==> src/rtl/serial_sub_pkg.sv <==
// Shared types and helpers for the bit-serial subtractor.
// Optional feature macro: SERIAL_SUB_ADD_EN (adds a mode bit selecting add).
package serial_sub_pkg;

  typedef enum logic [1:0] {
    ST_IDLE = 2'd0,
    ST_BUSY = 2'd1,
    ST_DONE = 2'd2
  } state_e;

  // Ceiling log2, used to size the bit counter at elaboration time.
  function automatic int clog2(input int v);
    int r;
    r = 0;
    for (int i = 0; i < 31; i++) begin
      if ((1 << i) < v) r = i + 1;
    end
    return r;
  endfunction

endpackage

==> src/rtl/serial_sub_if.sv <==
// Handshake bundle for serial_sub: operand side and result side.
// Optional feature macro: SERIAL_SUB_ADD_EN (adds the mode signal).
interface serial_sub_if #(
  parameter int WIDTH = 8
);
  logic             in_valid;
  logic             in_ready;
  logic [WIDTH-1:0] a;
  logic [WIDTH-1:0] b;
  logic             bin;
`ifdef SERIAL_SUB_ADD_EN
  logic             mode;
`endif
  logic             out_valid;
  logic             out_ready;
  logic [WIDTH-1:0] diff;
  logic             borrow;

`ifdef SERIAL_SUB_ADD_EN
  modport master (output in_valid, a, b, bin, mode, out_ready,
                  input  in_ready, out_valid, diff, borrow);
  modport slave  (input  in_valid, a, b, bin, mode, out_ready,
                  output in_ready, out_valid, diff, borrow);
`else
  modport master (output in_valid, a, b, bin, out_ready,
                  input  in_ready, out_valid, diff, borrow);
  modport slave  (input  in_valid, a, b, bin, out_ready,
                  output in_ready, out_valid, diff, borrow);
`endif
endinterface

==> src/rtl/serial_sub_full_sub_cell.sv <==
// Combinational 1-bit full subtractor: d = a - b - bin, bout = borrow-out.
module full_sub_cell (
  input  logic a,
  input  logic b,
  input  logic bin,
  output logic d,
  output logic bout
);
  assign d    = a ^ b ^ bin;
  assign bout = (~a & b) | (~(a ^ b) & bin);
endmodule

==> src/rtl/serial_sub.sv <==
// Bit-serial WIDTH-bit subtractor, LSB first, one bit per clock.
// A single full_sub_cell is reused every cycle; the borrow register chains bits.
// Optional feature macro: SERIAL_SUB_ADD_EN. When defined, mode=1 turns the
// block into an adder by inverting b and running the borrow chain with
// inverted polarity (borrow = ~carry), so the same cell serves both.
module serial_sub
  import serial_sub_pkg::*;
#(
  parameter int WIDTH = 8
) (
  input logic        clk,
  input logic        rst_n,
  serial_sub_if.slave bus
);

  localparam int CW = (clog2(WIDTH) < 1) ? 1 : clog2(WIDTH);

  state_e           state_q;
  logic [CW-1:0]    cnt_q;
  logic [WIDTH-1:0] a_sh_q;
  logic [WIDTH-1:0] b_sh_q;
  logic [WIDTH-1:0] diff_q;
  logic             brw_q;
  logic             vld_q;
  logic             cell_b;
  logic             cell_d;
  logic             cell_bout;

`ifdef SERIAL_SUB_ADD_EN
  logic             mode_q;
  // Add mode: a + b + c == a - ~b - ~c, with carry-out == ~borrow-out.
  assign cell_b     = b_sh_q[0] ^ mode_q;
  assign bus.borrow = brw_q ^ mode_q;
`else
  assign cell_b     = b_sh_q[0];
  assign bus.borrow = brw_q;
`endif

  full_sub_cell u_cell (
    .a    (a_sh_q[0]),
    .b    (cell_b),
    .bin  (brw_q),
    .d    (cell_d),
    .bout (cell_bout)
  );

  assign bus.in_ready  = (state_q == ST_IDLE);
  assign bus.out_valid = vld_q;
  assign bus.diff      = diff_q;

  // Control FSM plus operand/result shift registers and borrow chain.
  always_ff @(posedge clk or negedge rst_n) begin
    if (!rst_n) begin
      state_q <= ST_IDLE;
      cnt_q   <= '0;
      a_sh_q  <= '0;
      b_sh_q  <= '0;
      diff_q  <= '0;
      brw_q   <= 1'b0;
      vld_q   <= 1'b0;
`ifdef SERIAL_SUB_ADD_EN
      mode_q  <= 1'b0;
`endif
    end else begin
      case (state_q)
        ST_IDLE: begin
          if (bus.in_valid) begin
            a_sh_q  <= bus.a;
            b_sh_q  <= bus.b;
            cnt_q   <= '0;
            state_q <= ST_BUSY;
`ifdef SERIAL_SUB_ADD_EN
            mode_q  <= bus.mode;
            brw_q   <= bus.bin ^ bus.mode;
`else
            brw_q   <= bus.bin;
`endif
          end
        end
        ST_BUSY: begin
          diff_q <= {cell_d, diff_q[WIDTH-1:1]};
          a_sh_q <= a_sh_q >> 1;
          b_sh_q <= b_sh_q >> 1;
          brw_q  <= cell_bout;
          cnt_q  <= cnt_q + 1'b1;
          if (cnt_q == CW'(WIDTH - 1)) begin
            state_q <= ST_DONE;
            vld_q   <= 1'b1;
          end
        end
        ST_DONE: begin
          if (bus.out_ready) begin
            state_q <= ST_IDLE;
            vld_q   <= 1'b0;
          end
        end
        default: begin
          state_q <= ST_IDLE;
          vld_q   <= 1'b0;
        end
      endcase
    end
  end

endmodule

==> src/flat_wrapper.sv <==
// flat-port wrapper written by rule: the top's interface ports become plain ports
module serial_sub_flat import serial_sub_pkg::*;
#(
  parameter int WIDTH = 8
)
  (clk, rst_n, bus_in_valid, bus_a, bus_b, bus_bin, bus_out_ready, bus_in_ready, bus_out_valid, bus_diff, bus_borrow);
  serial_sub_if #(.WIDTH(WIDTH)) bus_i ();
  input logic clk;
  input logic rst_n;
  input wire logic [$bits(bus_i.in_valid)-1:0] bus_in_valid;
  input wire logic [$bits(bus_i.a)-1:0] bus_a;
  input wire logic [$bits(bus_i.b)-1:0] bus_b;
  input wire logic [$bits(bus_i.bin)-1:0] bus_bin;
  input wire logic [$bits(bus_i.out_ready)-1:0] bus_out_ready;
  output wire logic [$bits(bus_i.in_ready)-1:0] bus_in_ready;
  output wire logic [$bits(bus_i.out_valid)-1:0] bus_out_valid;
  output wire logic [$bits(bus_i.diff)-1:0] bus_diff;
  output wire logic [$bits(bus_i.borrow)-1:0] bus_borrow;
  assign bus_i.in_valid = bus_in_valid;
  assign bus_i.a = bus_a;
  assign bus_i.b = bus_b;
  assign bus_i.bin = bus_bin;
  assign bus_i.out_ready = bus_out_ready;
  assign bus_in_ready = bus_i.in_ready;
  assign bus_out_valid = bus_i.out_valid;
  assign bus_diff = bus_i.diff;
  assign bus_borrow = bus_i.borrow;
  serial_sub #(.WIDTH(WIDTH)) u_core (.clk(clk), .rst_n(rst_n), .bus(bus_i));
endmodule
==> config.mk <==
export PLATFORM = sky130hd
export DESIGN_NAME = serial_sub_flat
export DESIGN_NICKNAME = d
export VERILOG_FILES = /design/src/rtl/serial_sub_pkg.sv /design/src/rtl/serial_sub_if.sv /design/src/rtl/serial_sub_full_sub_cell.sv /design/src/rtl/serial_sub.sv /design/src/flat_wrapper.sv
export SDC_FILE = /design/constraint.sdc
export NUM_CORES = 1
export LEC_CHECK = 0
export ABC_AREA = 1
export BUFFER_PORTS_ARGS = -buffer_cell sky130_fd_sc_hd__buf_2
export CORE_MARGIN = 2
export CORE_UTILIZATION = 45
export CTS_CLUSTER_DIAMETER = 50
export DETAILED_ROUTE_END_ITERATION = 10
export GPL_TIMING_DRIVEN = 0
export PLACE_DENSITY = 0.79
export SETUP_SLACK_MARGIN = 0.02
export SYNTH_ARGS = -nofsm -noshare
export SYNTH_HDL_FRONTEND = slang
export SYNTH_SLANG_ARGS = --single-unit
==> constraint.sdc <==
create_clock -name clk -period 1.5 [get_ports clk]
set_input_delay 0.15 -clock clk [delete_from_list [all_inputs] [get_ports clk]]
set_output_delay 0.15 -clock clk [all_outputs]
set_load 0.05 [all_outputs]
Word level (Yosys, flattened, before mapping)
Cells that the tools add are included.
{ "classes": {"addsub": 1, "n_mux": 15, "n_eq_ne": 6, "reduce_logical": 5, "n_bitwise": 8} }
{ "ops": {"columns": ["operator", "n"], "rows": [
  ["8-bit case mux with 2 select lines", 2],
  ["8-bit two-way mux", 2],
  ["2-bit two-way mux", 3],
  ["2-bit case mux with 3 select lines", 1],
  ["3-bit case mux with 2 select lines", 1],
  ["3-bit AND reduction", 2],
  ["2-bit != test (second input constant)", 2],
  ["3-bit by 1-bit adder with 3-bit output (second input constant)", 1],
  ["3-bit equality test (second input constant)", 1],
  ["1-bit two-way mux", 3],
  ["3-bit two-way mux", 1],
  ["1-bit NOT", 3],
  ["1-bit case mux with 3 select lines", 1],
  ["1-bit AND", 2],
  ["2-bit by 1-bit equality test with 1-bit output (second input constant)", 1],
  ["2-bit equality test (second input constant)", 1],
  ["2-bit logical NOT", 1],
  ["2-bit by 1-bit != test with 1-bit output (second input constant)", 1],
  ["1-bit case mux with 2 select lines", 1],
  ["2-bit AND reduction", 1],
  ["2-bit nonzero test", 1],
  ["1-bit XOR", 2],
  ["1-bit bitwise OR", 1]
]} }
{ "totals": {"inputBits": 21, "reg_bits": 31} }

Longest topological paths before layout
Gate-level depths: netlist of run 1.
{ "logic_depth": {"ltp_word": 5, "ltp_mapped": 6, "ltp_nobuf": 6} }

Hierarchy
From an unflattened synthesis of run 1, not the netlist that was laid out.
{ "unflattened": {"hier_cells": 201, "hier_area_um2": 1536.5} }
{ "by_module_without_submodules": {"columns": ["module", "area_each_um2", "instances", "cells_each", "seq_area_each_um2"], "rows": [
  ["serial_sub", 1505.2, 1, 197, 775.7],
  ["full_sub_cell", 31.3, 1, 4, 0.0]
]} }

Worst setup path after synthesis of run 1
Ideal clock, no wire load.
{ "synth_path": {"kind": "flip-flop to output port", "from": "reg u_core.state_q[0]", "to": "out bus_in_ready", "required_time_ps": 1350, "path_slack_ps": 76, "n_path_buf": 1, "arrival_ps": 1274, "path_stages_with_launch": 3, "cell_sequence": "dfrtp_1 clkbuf_1 nor2_1"} }
{ "synth_between": {"elab_chain_len": 1} }
{ "synth_rtl": {"columns": ["element", "line", "text"], "rows": [
  ["start: declaration", "serial_sub.sv:18", "state_e state_q;"],
  ["start signal: assignment", "serial_sub.sv:54", "state_q <= ST_IDLE;"],
  ["start signal: assignment", "serial_sub.sv:71", "state_q <= ST_BUSY;"],
  ["start signal: assignment", "serial_sub.sv:87", "state_q <= ST_DONE;"],
  ["2-bit logical NOT", "serial_sub.sv:47", "assign bus.in_ready = (state_q == ST_IDLE);"],
  ["end: declaration", "flat_wrapper.sv:15", "output wire logic [$bits(bus_i.in_ready)-1:0] bus_in_ready;"]
]} }
Every way passes these cells.

Final worst setup path of run 1
Same ends and word-level chain as after synthesis.

==> results of run 1 <==
logic make-up (layout without fill, tap and decap cells):
| logic type | after synthesis | in the layout | share of synthesized area [%] |
|---|---|---|---|
| AOI/OAI and AO/OA | 14 | 14 | 4.812 |
| adders and majority gates | 3 | 3 | 2.936 |
| buffers and inverters | 49 | 86 | 13.46 |
| DFF | 31 | 31 | 50.57 |
| and+or+nand+nor | 101 | 101 | 28.22 |
metrics by stage:
stage	total power (W)	setup slack, ns	cell area [um2]	instances	util [%]
2_1_floorplan	0.003035	0.07585	1534	198	-
3_5_place_dp	0.003508	0.2898	1747	275	52.76
3_3_place_gp	0.003455	0.2693	1747	275	52.76
4_1_cts	0.003932	0.03325	1794	281	54.20
6_report	0.003892	0.1254	1795	281	54.23
5_1_grt	0.004279	0.04613	1795	281	54.23
flip-flops by register name, indices dropped and copies added (netlist names):
| signal | count |
|---|---|
| u_core.a_sh_q | 8 |
| u_core.b_sh_q | 8 |
| u_core.bus.borrow | 1 |
| u_core.bus.diff | 8 |
| u_core.bus.out_valid | 1 |
| u_core.cnt_q | 3 |
| u_core.state_q | 2 |
power by group through the flow:
stage / Combinational, W / Clock (W) / Sequential (W)
after floorplan: 0.00119 / 0 / 0.00184
after global placement: 0.00201 / 0 / 0.00145
after detailed placement: 0.00205 / 0 / 0.00146
after CTS: 0.00202 / 0.000437 / 0.00147
after global routing: 0.00227 / 0.000481 / 0.00152
final: 0.00199 / 0.000421 / 0.00148
per-layer routing:
layer	GRT usage [%]	vias up
li1	-	676
met1	21.47	585
met2	27.58	34
met3	5.946	2
met4	4.167	0
met5	0	-
Yosys cell counts (all sizes together):
cell	count	area share, %
dfrtp	31	51
nor2	4	0.98
clkbuf	1	0.24
nand2	64	16
o31ai	1	0.49
inv	39	9.5
ha	2	1.6
nand3	33	11
a21oi	1	0.33
buf	9	3.7
fa	1	1.3
o22ai	1	0.41
o21ai	11	3.6
what timing repair did:
action                                 4_1_cts  5_1_grt
setup endpoints to repair                    1        3
gates resized for setup                      0        1
endpoints found under the hold margin       31        0
hold buffers                                 1        0
setup buffers                                0        0
final timing paths:
kind                                   startpoint            endpoint  slack [ns]  cells past startpoint
worst max-delay path            u_core.state_q[0]        bus_in_ready        0.13                      2
worst min-delay path                bus_out_ready   u_core.state_q[1]        0.02                      2
worst max register to register  u_core.state_q[0]    u_core.a_sh_q[4]        0.29                      5
worst min register to register    u_core.cnt_q[0]     u_core.cnt_q[0]        0.48                      1
max in group asynchronous                   rst_n   u_core.state_q[0]        0.64                      2
min in group asynchronous                   rst_n  u_core.bus.diff[7]        0.39                      2
final cells by class:
class | count | area [um2]
fillers | 325 | 1515
flip-flops and latches | 31 | 777.0
multi-input cells | 118 | 551.8
repair buffers | 32 | 165.2
inverters | 39 | 146.4
well taps | 46 | 57.56
plain buffers | 9 | 56.30
clock buffers | 6 | 41.29
placed cells by master (no fill, tap or decap):
| cell | instances |
|---|---|
| fa_1 | 1 |
| buf_4 | 2 |
| buf_6 | 1 |
| nand2_2 | 2 |
| nand2_1 | 61 |
| a21oi_1 | 1 |
| ha_1 | 2 |
| nand3_1 | 33 |
| o22ai_1 | 1 |
| nor2_1 | 4 |
| dfrtp_1 | 30 |
| nand2_4 | 1 |
| clkbuf_1 | 1 |
| clkbuf_4 | 5 |
| dfrtp_2 | 1 |
| inv_2 | 1 |
| inv_1 | 38 |
| buf_2 | 37 |
| dlygate4sd3_1 | 1 |
| o31ai_1 | 1 |
| o21ai_0 | 11 |
worst max-delay path: cells and delay by family (launching register included):
kind	cells	cell delay, ns
flip-flops	1	0.51
buffers and inverters	1	0.27
AND/OR/NAND/NOR	1	0.12
==> run_results.csv, run 1 <==
group,metric,value,unit
pwr,pwr-share-comb,51.2,%
timing,finalHoldViolCount,0,
clock_network,max-clock-path-buffers,2,
logic_synthesis,synth_fp_nets,222,
setup_path,critPathMaxFanout,13,
pwr,p_switching,0.001865,W
setup_path,cp-start-kind,"flop",
timing,maxSlewHeadroom,55.60,%
timing,timing.final.crit_share,91.64,%
finish,syn2layout_area_growth,17.05,%
route,ant_nets,0,
route,wirelength,2926,um
grt,grt_overflow,0,
grt,grt_max_degree,32,
route,via_per_inst,4.616,
pwr,power_switching_share,47.92,%
clock_network,htree_levels,2,
timing,fin_worst_skew,0.004315,ns
pwr,power.share.clock,10.8,%
die,die_w,62.39,um
pwr,p_int,0.002027,W
timing,worst_pin_slew,0.6660,ns
setup_path,critical_path_class,"reg -> out",
status,status,"finished clean",
setup_path,crit_slowest_cell,"dfrtp_2",
clock_network,cts_buffers,5,
logic_synthesis,synth_cells,198,
timing,holdWs,0.01909,ns
timing,max_freq,0.7275,GHz
place,dp_hpwl,2056,um
setup_path,worstPathArrival,1.22,ns
logic_synthesis,ys_seq_area_share,50.57,%
place,gp_congestion,0.7941,
job,maxCapViolations,0,
route,highest_layer,"met4",
die,die_area,3892,um2
timing,rsz0062_at_grt,"false",
grt,grt_pass1_wl,5147,um
route,drc,0,
place,io_buffers,31,
setup_path,end_kind,"primary output",
die,core_area,3311,um2
clock_network,cts_tree,"yes",
logic_synthesis,synth-seq-cells,31,
pwr,power_frac_seq,38.0,%
timing,setup_tns,0,ns
finish,antenna_cells,0,
timing,period_needed,1.375,ns
die,initial_core_util,46.33,%
route,vias,1297,
grt,track_usage,16.84,%
route,wl_per_cell,10.41,um
clock_network,clk_latency,0.32,ns
clock_network,clk_pin_slew,0.09,ns
finish,fin_nets,260,
die,row_count,21,
logic_synthesis,synth.avg_cell_area,7.747,um2
setup_path,worstPathRequired,1.35,ns
logic_synthesis,synth_cell_type_count,18,
route,drt_pass1_iterations,4,
setup_path,critPathMaxStageDelay,0.51,ns
setup_path,path_cells,"nor2_1, buf_2",
grt,antenna_found_initial,0,
die,io_pins,32,
route,drtIter0Drc,52,
route,wl_met3,163,um
pwr,power_density,2168,nW/um2
timing,setup_viol,0,
route,met1_length,1351,um
grt,grt_pass1_vias,1204,
worst_hold_path,min_path_type,"in -> reg",
clock_network,root_buffer,"clkbuf_4",
pwr,ir_worst_vdd,0.6549,mV
clock_network,clkSinkCount,31,
die,die_h,62.39,um
timing,drv_slew,0,
logic_synthesis,yosysWarnings,0,
finish,layout-drive-gt1-share,21.28,%
route,met2_length,1393,um
pwr,p_leak,1.059,nW
logic_synthesis,netlist_area,1534,um2
(Power assumes the default switching activity.)
==> inputs of run 2 (changes only) <==
==> constraint.sdc (replaced) <==
create_clock -name clk -period 1.6 [get_ports clk]
set_input_delay 0.16 -clock clk [delete_from_list [all_inputs] [get_ports clk]]
set_output_delay 0.16 -clock clk [all_outputs]
set_load 0.05 [all_outputs]
==> run_results.csv, run 2 (same netlist as run 1, synthesis figures left out) <==
group,metric,value,unit
place,place_inst,275,
setup_path,critical_path_class,"reg -> out",
timing,setup_tns,0,ns
clock_network,max-clock-path-buffers,2,
route,vias,1295,
setup_path,cp-start-kind,"flop",
finish,finalCoreUtilization,54.20,%
worst_hold_path,min_path_type,"in -> reg",
grt,track_usage,16.84,%
die,die_area,3892,um2
die,die_w,62.39,um
finish,final_common_cell,"nand2_1",
place,gp_congestion,0.7941,
timing,drv_slew,0,
pwr,power_density,2032,nW/um2
finish,instances_no_fill,281,
grt,grt_pass1_vias,1204,
route,drt_pass1_iterations,4,
job,maxCapViolations,0,
die,row_count,21,
finish,mostFrequentLayoutCells,"nand2_1, inv_1, buf_2",
timing,finalHoldViolCount,0,
clock_network,htree_levels,2,
clock_network,clkSinkCount,31,
timing,worst_pin_slew,0.6659,ns
setup_path,critPathMaxFanout,13,
timing,holdWs,0.02906,ns
grt,grt_max_degree,32,
pwr,ir_worst_vdd,0.6139,mV
finish,layout-drive-gt1-share,20.85,%
finish,nFillCells,326,
route,ant_nets,0,
route,drtIter0Drc,52,
route,wirelength,2921,um
clock_network,cts_buffers,5,
status,status,"finished clean",
pwr,p_leak,1.060,nW
clock_network,clk_latency,0.32,ns
setup_path,worstPathRequired,1.44,ns
place,dp_hpwl,2056,um
timing,fin_worst_skew,0.004134,ns
timing,rsz0062_at_grt,"false",
clock_network,cts_tree,"yes",
timing,maxSlewHeadroom,55.61,%
grt,grt_overflow,0,
setup_path,worstPathArrival,1.30,ns
die,die_h,62.39,um
finish,multi_input_area,551.8,um2
die,io_pins,32,
finish,fin_nets,260,
die,initial_core_util,46.33,%
place,io_buffers,31,
setup_path,end_kind,"primary output",
grt,antenna_found_initial,0,
timing,max_freq,0.6862,GHz
timing,setup_viol,0,
route,drc,0,
die,core_area,3311,um2
timing,period_needed,1.457,ns
clock_network,cts_setup_buffers,0,
clock_network,clk_pin_slew,0.09,ns
finish,antenna_cells,0,
route,wl_per_cell,10.40,um
finish,regArea,775.7,um2
clock_network,root_buffer,"clkbuf_4",
timing,timing.final.crit_share,91.08,%
finish,syn2layout_area_growth,16.97,%
grt,grt_pass1_wl,5147,um
route,via_per_inst,4.609,
## run 2: layout make-up
class                      instances  share of cell area [%]
inverter                          39                   8.159
timing repair buffer              32                   9.205
multi-input combinational        118                   30.75
sequential                        31                   43.24
buffer                             9                   3.138
tap                               46                   3.208
clock buffer                       6                   2.301
## run 2: final timing paths
path	startpoint	end	slack (ns)	cells past startpoint
setup / recovery	u_core.state_q[0]	bus_in_ready	0.14	2
hold / removal	bus_out_ready	u_core.state_q[1]	0.03	2
setup reg to reg	u_core.state_q[0]	u_core.a_sh_q[4]	0.28	5
hold reg to reg	u_core.cnt_q[0]	u_core.cnt_q[0]	0.48	1
max in group asynchronous	rst_n	u_core.b_sh_q[7]	0.76	2
min in group asynchronous	rst_n	u_core.bus.diff[7]	0.40	2
## run 2: where the power goes
group / leakage [nW] / internal, W / switching, W / total, W
combinational: 0.655 / 0.000591 / 0.00128 / 0.00187
sequential: 0.381 / 0.00115 / 0.000231 / 0.00138
clock: 0.0242 / 0.000156 / 0.000239 / 0.000395
total: 1.06 / 0.00190 / 0.00175 / 0.00365
## run 2: what timing repair did
item                                   in CTS  in global routing
hold buffers                                1                  0
setup endpoints to repair                   1                  0
resized for setup                           0                  0
endpoints found under the hold margin      31                  0
## run 2: critical path, stage by stage (launching register included)
cell     delay [ns]
dfrtp_1        0.54
nor2_1         0.16
buf_2          0.28
## run 2: per-layer routing
metal	routed length, um	vias to the layer above	global-route usage (%)
met2	1387	38	27.58
met3	185	2	5.946
met1	1330	580	21.47
met5	0	-	0
li1	-	675	-
met4	18	0	4.167
## run 2: stage by stage
stage               instance area (um2)  total power (W)  setup WS, ns
floorplan                          1534         0.002846        0.1658
global placement                   1747         0.003239        0.3593
detailed placement                 1747         0.003288        0.3798
CTS                                1794         0.003686        0.1232
global route                       1794         0.004008       0.04253
finish                             1794         0.003646        0.1427
